===== config.mk =====
export PLATFORM = sky130hd
export DESIGN_NAME = regfile_wb_sched
export DESIGN_NICKNAME = d
export VERILOG_FILES = /design/src/rtl/regfile_wb_sched.sv
export SDC_FILE = /design/constraint.sdc
export NUM_CORES = 1
export LEC_CHECK = 0
export BUFFER_PORTS_ARGS = -buffer_cell sky130_fd_sc_hd__buf_2
export CAP_MARGIN = 10
export CORE_MARGIN = 4
export CORE_UTILIZATION = 35
export CTS_CLUSTER_DIAMETER = 60
export DETAILED_ROUTE_END_ITERATION = 7
export GPL_TIMING_DRIVEN = 0
export PLACE_DENSITY = 0.67
export SKIP_LAST_GASP = 1
export SLEW_MARGIN = 30
export SYNTH_ARGS = -nofsm -noshare
export SYNTH_HDL_FRONTEND = slang
export SYNTH_SLANG_ARGS = --single-unit

===== constraint.sdc =====
create_clock -name clk -period 4.5 [get_ports clk]
set_clock_uncertainty 0.15 [all_clocks]
set_input_delay 0.45 -clock clk [delete_from_list [all_inputs] [get_ports clk]]
set_output_delay 0.45 -clock clk [all_outputs]
set_load 0.02 [all_outputs]

===== src/rtl/regfile_wb_sched.sv =====
// Write-back scheduler: serialises the E and M register writes of one
// retiring instruction onto a single register-file write port.
module regfile_wb_sched #(
  parameter int          DATA_W = 64,
  parameter int          CNT_W  = 32,
  parameter logic [3:0]  RNONE  = 4'hF
) (
  input  logic              clk,
  input  logic              rst_n,
  input  logic              wb_valid,
  output logic              wb_ready,
  input  logic [3:0]        icode,
  input  logic              cnd,
  input  logic [3:0]        dstE,
  input  logic [3:0]        dstM,
  input  logic [DATA_W-1:0] valE,
  input  logic [DATA_W-1:0] valM,
  output logic              wr_en,
  output logic [3:0]        wr_addr,
  output logic [DATA_W-1:0] wr_data,
  output logic              retire,
  output logic [CNT_W-1:0]  retire_count,
  output logic              halted
);

  typedef enum logic [1:0] {
    IDLE, WR_E, WR_M, RET
  } state_t;

  state_t            state, state_nxt;
  logic [3:0]        dste_q, dstm_q, icode_q;
  logic [DATA_W-1:0] valm_q, wr_data_nxt;
  logic              pend_m_q;
  logic              acc, e_pend, m_pend;

  assign wb_ready = rst_n && (state == IDLE) && !halted;
  assign acc      = wb_valid && wb_ready;
  // a not-taken cmov keeps its E destination untouched
  assign e_pend   = (dstE != RNONE) &&
                    !((icode == 4'd2) && !cnd);
  assign m_pend   = (dstM != RNONE);

  always_comb begin
    state_nxt   = state;
    wr_data_nxt = wr_data;
    wr_en       = 1'b0;
    wr_addr     = RNONE;
    retire      = 1'b0;
    unique case (state)
      IDLE: begin
        if (acc) begin
          if (e_pend) begin
            state_nxt   = WR_E;
            wr_data_nxt = valE;
          end else if (m_pend) begin
            state_nxt   = WR_M;
            wr_data_nxt = valM;
          end else begin
            state_nxt   = RET;
          end
        end
      end
      WR_E: begin
        wr_en   = 1'b1;
        wr_addr = dste_q;
        if (pend_m_q) begin
          state_nxt   = WR_M;
          wr_data_nxt = valm_q;
        end else begin
          state_nxt = IDLE;
          retire    = 1'b1;
        end
      end
      WR_M: begin
        wr_en     = 1'b1;
        wr_addr   = dstm_q;
        retire    = 1'b1;
        state_nxt = IDLE;
      end
      RET: begin
        retire    = 1'b1;
        state_nxt = IDLE;
      end
      default: state_nxt = IDLE;
    endcase
  end

  always_ff @(posedge clk or negedge rst_n) begin
    if (!rst_n) begin
      state        <= IDLE;
      dste_q       <= RNONE;
      dstm_q       <= RNONE;
      icode_q      <= 4'd1;
      valm_q       <= '0;
      pend_m_q     <= 1'b0;
      wr_data      <= '0;
      retire_count <= '0;
      halted       <= 1'b0;
    end else begin
      state   <= state_nxt;
      wr_data <= wr_data_nxt;
      if (acc) begin
        dste_q   <= dstE;
        dstm_q   <= dstM;
        icode_q  <= icode;
        valm_q   <= valM;
        pend_m_q <= m_pend;
      end
      if (retire) begin
        retire_count <= retire_count + 1'b1;
        if (icode_q == 4'd0)
          halted <= 1'b1;
      end
    end
  end

endmodule


# == After elaboration in Yosys (flattened, before gate mapping) ==
# Index checks and enable logic that the tools add are counted.
# op_classes
addsub,1
eq_ne,9
reduce_logical,15
muxes,14
# ops
operator,n
2-to-1 mux 64 bit,4
case mux 64 bit (2 select lines),1
"adder 32 x 1 -> 32 bit, second input constant",1
"!= test 4 bit, second input constant",2
case mux 4 bit (2 select lines),1
2-to-1 mux 2 bit,3
case mux 2 bit (3 select lines),1
logical AND 1 bit,5
"== test 2 bit, second input constant",2
"== test 4 x 2 -> 1 bit, second input constant",1
zero test 4 bit,1
"!= test 2 bit, second input constant",2
AND reduction 4 bit,1
OR reduction 2 bit,2
zero test 1 bit,3
2-to-1 mux 1 bit,3
"!= test 3 bit, second input constant",1
"== test 2 x 1 -> 1 bit, second input constant",1
zero test 2 bit,1
case mux 1 bit (2 select lines),1
AND reduction 2 bit,1
nonzero test 2 bit,1
# word_totals
inputBits,144
wordCells,48
out_inout_bits,104
register_bits,176

# == Longest topological paths before layout ==
# Gate-level depths: netlist of run 1.
# logic_depth
word_depth,7
mapped_depth,9
ltp_nobuf,6

# == Worst setup path before layout of run 1 ==
# Ideal clock, no wire load.
# synth_path
path_kind,reg-to-reg
start,reg state[1]
end,reg wr_data[0]
path_slack_ns,2.219
required_time_ns,4.228
t_arrival_ns,2.010
setup_time_ns,0.122
stages_incl_launch_ff,10
period_less_slack_ns,2.281
path_buffers,3
path_cell_list,dfrtp_1 -> inv_1 -> ha_1 -> buf_4 -> nor2b_1 -> o21bai_1 -> buf_2 -> clkbuf_1 -> nor3_1 -> a32o_1
# synth_via
elab_chain_cells,6
word_cells_on_any_way,11
classes_between,4 x eq/ne; 1 x mux; 6 x reduce/logical
# synth_rtl
element,line,source
from (decl),30,"state_t state, state_nxt;"
from (signal assigned),100,state <= state_nxt;
zero test 2 bit,"36, 49",
logical AND 1 bit (2 in series),36,assign wb_ready = rst_n && (state == IDLE) && !halted;
logical AND 1 bit,37,assign acc = wb_valid && wb_ready;
!= test 2 bit (no source line),--,
AND reduction 4 bit (no source line),--,
to (signal assigned),101,wr_data <= wr_data_nxt;
to (decl),20,"output logic [DATA_W-1:0] wr_data,"
# Several ways; a longest one is shown, not always the timed one.
# A chain may end at the register's enable or synchronous reset.

# == Final worst setup path of run 1 ==
# layout_path
start,reg state[1]
end,out wr_addr[3]
# layout_via
elab_chain_cells,2
word_cells_on_any_way,3
classes_between,2 x eq/ne; 1 x mux
# layout_rtl
element,line,source
== test 2 bit or == test 2 x 1 -> 1 bit (tied branches),49,unique case (state)
case mux 4 bit (2 select lines) *,49,
to (decl),19,"output logic [3:0] wr_addr,"
# Every way passes the cells marked *; elsewhere a longest branch is shown, timed or not.

==> results of run 1 <==
## layer usage
layer | global-route usage [%] | part of all wire (%) | vias up
li1 | - | - | 3559
met1 | 24.44 | 45 | 3711
met2 | 31.03 | 47 | 204
met3 | 5.278 | 6.7 | 28
met4 | 5.575 | 1.7 | 6
met5 | 0 | 0.17 | -
## worst max-delay path, cell delays in order, from the launching register on
cell	delay, ns
dfrtp_1	0.41
inv_1	0.10
ha_1	0.15
buf_4	0.21
clkbuf_1	0.42
clkbuf_1	0.46
a22oi_1	0.17
nand2_1	0.12
buf_2	0.18
## registers in the layout (all words and copies together) (netlist names)
| signal | flops |
|---|---|
| state | 2 |
| dste_q | 4 |
| icode_q | 4 |
| pend_m_q | 1 |
| halted | 1 |
| dstm_q | 4 |
| wr_data | 64 |
| valm_q | 64 |
| retire_count | 32 |
## cells in the final DEF (no fill, tap or decap), drive strengths merged, types with 10 or more instances in the layout
cell type	count
a32o	64
buf	274
clkbuf	64
dfrtp	167
inv	10
mux2	77
mux2i	64
nand2	19
nor2	133
nor2b	65
nor3	73
nor4	10
xnor2	14
xor2	17
## worst max-delay path by stage
stage                     cells past startpoint     start     endpoint  slack [ns]
after floorplan                               9  state[1]   wr_data[0]        2.22
final                                         8  state[1]   wr_addr[3]        1.25
after CTS                                     8  state[1]   wr_addr[3]        1.20
after global routing                          8  state[1]   wr_addr[0]        1.04
after global placement                        4     rst_n    valm_q[4]       -1.63
after detailed placement                      8     rst_n  wr_data[18]        1.43
## logic make-up after synthesis
family	synth area share [%]
compound gates	8.607
buf+inv	3.617
flops	48.91
simple gates	18.46
mux	16.70
fa+ha+maj	0.6930
xor+xnor	3.008
## repair_timing
item,CTS,global route
gates resized for setup,0,0
hold endpoints to repair,23,0
hold buffers,1,0
## layout make-up
cell class / count / area (um2) / area share, %
inverter: 6 / 22.52 / 0.1979
clock inverter: 12 / 172.7 / 1.517
multi-input combinational: 593 / 4285 / 37.65
clock buffer: 20 / 456.7 / 4.013
sequential: 176 / 4415 / 38.80
timing repair buffer: 250 / 1311 / 11.52
buffer: 69 / 304.0 / 2.672
tap: 330 / 412.9 / 3.628
## through the flow
stage / utilization [%] / worst slack, ns / hold WS (ns) / area, um2
floorplan: - / 2.219 / 0.004409 / 9027
global placement: 42.28 / -1.628 / 0.3036 / 10680
detailed placement: 42.53 / 1.434 / 0.1375 / 10740
CTS: 45.07 / 1.197 / 0.09447 / 11380
global route: 45.07 / 1.036 / 0.1066 / 11380
finish: 45.07 / 1.253 / 0.1145 / 11380
## power breakdown
part           switching (mW)  internal, mW
logic                   0.190         0.143
clock network           0.686         0.920
registers              0.0236          1.62
==> results.md, run 1 <==
* Mapped cell area at 9027 um2
* Yosys top cell area share at 46.29%
* Most common cell in the netlist: dfrtp_1
* H-tree levels at 4
* Initial Util at a little over a third
* Initial antenna violation count at 3
* Layout overhead on the synthesized area at 26.07%
* Synth unique cells at 45
* Max Clock Freq at approximately 0.31 GHz
* Main area contributors after synthesis: dfrtp_1 (46%), mux2_2 (9.6%), a32o_1 (7.1%)
* Worst skew pair latency at 0.43 ns
* Seq/Total Area, Yosys at 48.91%
* First-pass GRT wire length at roughly 43 mm
* Syn Inst Count at roughly 840
* Post-DP HPWL at slightly below 20 mm
* Reg2reg start: state[1]
* Avg Cell Area, Syn at about 11 um2
* Area leader, netlist: dfrtp_1
* Hold Crit Depth at 2
* Worst setup SP type: flop
* Req. time, crit path at between 3 and 4 ns
* Hold EP: valm_q[18]
* Final std cells w/o fill at 1456
* CTS clk-pin slew, worst paths at around 0.070 ns
* Top post-synthesis cells by count: dfrtp_1 (167), nor2_1 (133), mux2_2 (77)
* Slew Limit Fails at 0
* RSZ-0062 raised after global routing: no
* CTS tree: done
* R2R Setup Slk at roughly 1.5 ns
* Fill count at roughly 2500
* Root Buffer: clkbuf_16
* Die ar. at between 20000 and 30000 um2
* Placer Congestion at just over 0.8
* Static leakage at slightly above 6 nW
* Hold Crit Start: valM[18]
* Post-synth ARST share at 100.0%
* Tot GR Track Use at 18.88%
* Drt first pass iters at 5
* Synthesized flop and latch total at about 180
* TNS Setup at 0 ns
* Syn. warnings at 0
* Number of global-route vias before repair at slightly below 8000
* R2R depth at 9
* Tightest Pin Transition at ~0.82 ns
* Via density at about 5.2
* Grt total ovfl at 0
* Sink Count at between 150 and 200
* Core area at 25250 um2
* Final ANT Viol Nets at 0
* Max Cap Violations at 0
* Status: finished clean
* Prevailing post-synth register cell: dfrtp_1
* Crit end category: output port
* Design Power at ~3.6 mW
* Via count at between 7000 and 8000
* Synth Net Count at approximately 990
* Final Cycle Share at just over 70%
* Hold WC Path Type: in -> reg
* Share of cells above drive strength 1 at 35.17%
* Final setup vio count at 0
* Wire per inst at roughly 19 um
* Post-layout net count at roughly 1300
* Crit path kind: reg -> out
* Power per Cell Area at approximately 310 nW/um2
* Peak supply drop at around 0.2 mV
* Worst r2r dst: wr_data[49]
* Final wirelength at between 20 and 30 mm
* # rows at 58
* Die height at 168.6 um
* Data arrival, critical path at 2.65 ns
* Cell total after placement at roughly 1400
* CP max FO at 10
* Hold Fails Final Rpt at 0
* # port buffers at ~250
* CTS Buffer Depth at 2
* Drt drc at 0
* Post-synth EDFFs at 0
* Slew Limit Headroom at 45.27%
* Post-CTS Repair Setup Buffers at 0
* # IOs at 248
* Largest net degree at the start of global routing at 85
* # diodes at 0
* Total CTS buffers at 17
* Die width at between 150 and 200 um
* Min Tclk post-route at between 3 and 4 ns
* Initial DRC count at approximately 400
Note: power is estimated with default switching activity, not from simulation.
==> run 2, diff against run 1 <==
--- a/config.mk
+++ b/config.mk
@@ -5,6 +5,7 @@
 export SDC_FILE = /design/constraint.sdc
 export NUM_CORES = 1
 export LEC_CHECK = 0
+export ABC_AREA = 1
 export BUFFER_PORTS_ARGS = -buffer_cell sky130_fd_sc_hd__buf_2
 export CAP_MARGIN = 10
 export CORE_MARGIN = 4
==> constraint.sdc (replaced) <==
create_clock -name clk -period 3 [get_ports clk]
set_clock_uncertainty 0.15 [all_clocks]
set_input_delay 0.3 -clock clk [delete_from_list [all_inputs] [get_ports clk]]
set_output_delay 0.3 -clock clk [all_outputs]
set_load 0.02 [all_outputs]
==> run 2 against run 1 <==
  * Sequential power is 140% higher
  * Global-route usage is 1.4 points higher
  * Synthesized cell count is 56% higher
  * Die area is 3.4% higher
  * Register-to-register slack worse by 0.76 ns
  * Clock power is 39% higher
  * Combinational power grew to 11 times the previous value
  * Clock-buffer cell count is 2 lower
  * Critical path type unchanged
  * Largest power group unchanged
==> results.md, run 2 <==
* Tightest Pin Transition at 0.6015 ns (-0.2194 ns)
* Initial DRC count at 652 (+62%)
* CTS clk-pin slew, worst paths at 0.07 ns (about the same)
* Reg2reg start: state[1]
* Share of cells above drive strength 1 at 20.38% (-15 points)
* Most frequent cells in the layout: nand2_1 (576), buf_2 (259), inv_1 (171), dfrtp_1 (167), nand3_1 (145)
* Main area contributors after synthesis: dfrtp_1 (45%), nand2_1 (23%), nand3_1 (7.8%)
* Clock share of power at 23.0% (-22 points)
* Grt total ovfl at 0 (unchanged)
* Power per Cell Area at 794.9 nW/um2 (+150%)
* Drt drc at 0 (unchanged)
* Drt first pass iters at 6 (+1)
* Worst r2r dst: retire_count[18]
* Sink Count at 176 (unchanged)
* Final setup vio count at 0 (unchanged)
* Most common cell in the netlist: nand2_1
* Post-layout net count at 1780 (+41%)
* Hold Fails Final Rpt at 0 (unchanged)
* Top post-synthesis cells by count: nand2_1 (576), inv_1 (171), dfrtp_1 (167)
* Post-synth EDFFs at 0 (unchanged)
* Largest net degree at the start of global routing at 65 (-24%)
* Initial antenna violation count at 4 (+1)
* GR peak layer: met2
* Min Tclk post-route at between 2 and 3 ns
* Hold EP: valm_q[19]
* Post-CTS Repair Setup Buffers at 0 (unchanged)
* # rows at 59 (+1.7%)
* Initial Util at 35.77% (about the same)
* RSZ-0062 raised after global routing: yes
* First-pass GRT wire length at 47.56 mm (+11%)
* Cell total after placement at 1897 (+33%)
* Psw at 3.916 mW (+340%)
* Via density at 4.733 (-8.2%)
* Tot GR Track Use at 20.25% (+1.4 points)
* Slew Limit Headroom at 59.90% (+15 points)
* Prevailing post-synth register cell: dfrtp_1
* Die width at 171.4 um (+1.7%)
* Req. time, crit path at 2.55 ns (-1.35 ns)
* Peak supply drop at 0.4197 mV (+110%)
* M3 GR Usage at 4.022% (-1.3 points)
* Core area at 26130 um2 (+3.5%)
* Syn. warnings at 0 (unchanged)
* Wire per inst at 15.09 um (-19%)
* Final ANT Viol Nets at 0 (unchanged)
* H-tree levels at 4 (unchanged)
* Avg Cell Area, Syn at 7.118 um2 (-33%)
* Top flop regs: valm_q (64), wr_data (64), retire_count (32)
* Design Power at 9.678 mW (+170%)
* Finished Cell Area at 12180 um2 (+7.0%)
* Die height at 171.4 um (+1.7%)
* Final wirelength at 29.88 mm (+10%)
* Layout overhead on the synthesized area at 30.27%
* Synthesized flop and latch total at 176 (unchanged)
* Max Clock Freq at between 0.3 and 0.4 GHz
* R2R depth at 10 (+1)
* Root Buffer: clkbuf_16
* # IOs at 248 (unchanged)
* Post-DP HPWL at 22.06 mm (+12%)
* Combinational Power Share at 36.2% (+27 points)
* CP max FO at 10 (unchanged)
* Max Cap Violations at 0 (unchanged)
* Hold Crit Depth at 3 (+1)
* Synth Net Count at 1462 (+47%)
* Crit path kind: reg -> out
* # port buffers at 247 (unchanged)
* Yosys top cell area share at 44.71% (-1.6 points)
* Area after DPL at 11070 um2 (+3.0%)
* Total CTS buffers at 17 (unchanged)
* Mapped cell area at 9346 um2 (+3.5%)
* Crit end category: output port
* Met1 usage at 26.99% (+2.5 points)
* CTS Buffer Depth at 2 (unchanged)
* Final std cells w/o fill at 1980 (+36%)
* R2R Setup Slk at 0.73 ns (-0.76 ns)
* Placer Congestion at 0.8648 (+6.6%)
* Data arrival, critical path at 2.36 ns (-0.29 ns)
* CTS tree: done
* Via count at 9372 (+25%)
* Die ar. at 29380 um2 (+3.4%)
* Status: finished clean
* Int Power at 5.762 mW (+110%)
* Synth unique cells at 31 (-31%)
* Hold Crit Start: valM[19]
* Number of global-route vias before repair at 9344 (+20%)
* Area leader, netlist: dfrtp_1
* Seq pwr share at 40.8% (-5.1 points)
* Slew Limit Fails at 0 (unchanged)
* Hold WC Path Type: in -> reg
* Static leakage at 6.907 nW (+13%)
* Met2 usage at 33.62% (+2.6 points)
* Seq/Total Area, Yosys at 47.24% (-1.7 points)
* Syn Inst Count at 1313 (+56%)
* Worst setup SP type: flop
* Net Sw Frac at 40.46% (+15 points)
* Final Cycle Share at a little over nine tenths
* Most common cell after layout, fill and taps aside: nand2_1
* Post-synth ARST share at 100.0% (unchanged)
* Worst skew pair latency at 0.43 ns (about the same)
## run 2: cell count changes after synthesis, sizes merged, moves of 65 or more
cell,before,now
nor2,133,45
o21ai,2,72
nor3,73,6
inv,6,173
nand2,19,579
nand3,9,147
nor2b,65,0
mux2,77,8
## run 2: worst max-delay path by stage
| stage | startpoint | end | slack, ns | cells past startpoint |
|---|---|---|---|---|
| after CTS | state[1] | retire | 0.06 | 8 |
| after detailed placement | rst_n | valm_q[50] | 0.53 | 9 |
| after global placement | rst_n | valm_q[5] | -2.06 | 8 |
| after global routing | state[1] | retire | -0.008 | 8 |
| final | state[1] | retire | 0.19 | 8 |
| after floorplan | state[0] | wr_data[0] | 1.04 | 11 |
## run 2: power by group through the flow
stage          Sequential, mW  Combinational, mW  Clock (mW)
2_1_floorplan            4.39               1.73           0
3_3_place_gp             3.95               3.41           0
3_5_place_dp             3.96               3.48           0
4_1_cts                  3.94               3.54        2.29
5_1_grt                  4.07               3.95        2.38
6_report                 3.95               3.51        2.23
## run 2: what timing repair did
| action | CTS | global route |
|---|---|---|
| hold buffers | 51 | 0 |
| gates resized for setup | 0 | 1 |
| hold endpoints to repair | 103 | 0 |
| setup endpoints to repair | 0 | 4 |
## run 2: through the flow
stage	utilization, %	setup WS (ns)	hold slack [ns]	setup TNS, ns
2_1_floorplan	-	1.036	-0.1456	0
3_3_place_gp	42.10	-2.061	0.3080	-539.81
3_5_place_dp	42.35	0.5316	0.09619	0
4_1_cts	46.58	0.06046	0.00001266	0
5_1_grt	46.59	-0.008163	0.008761	-0.008163
6_report	46.59	0.1863	0.01581	0
## run 2: area by class of cell
cell class / count / area (um2)
inverter: 174 / 659.4
timing repair buffer: 300 / 1812
multi-input combinational: 899 / 3918
clock buffer: 18 / 429.2
antenna: 1 / 2.502
tap: 335 / 419.2
clock inverter: 14 / 166.4
buffer: 63 / 354.1
fill: 2662 / 13960
sequential: 176 / 4415
## run 2: cell families (layout without fill, tap and decap cells)
group | count (synthesis) | in the layout | share of synthesized area [%]
xor+xnor | 14 | 14 | 1.312
simple gates | 794 | 794 | 34.69
mux | 8 | 8 | 0.9639
buf+inv | 238 | 569 | 10.84
compound gates | 78 | 78 | 4.284
fa+ha+maj | 5 | 5 | 0.6693
flops | 176 | 176 | 47.24
other cells | 0 | 1 | 0
## run 2: worst max-delay path, cell delays in order (launching register included)
cell        delay (ns)
dfrtp_1           0.40
inv_1             0.09
ha_1              0.19
buf_4             0.17
nand2_1           0.08
nand2_1           0.19
nand2_2           0.27
clkinvlp_4        0.29
buf_2             0.24
## run 2: layer usage
| layer | vias to the layer above | wire [um] |
|---|---|---|
| met1 | 4364 | 13270 |
| met2 | 303 | 14190 |
| met5 | - | 22 |
| li1 | 4653 | - |
| met3 | 46 | 1761 |
| met4 | 6 | 638 |
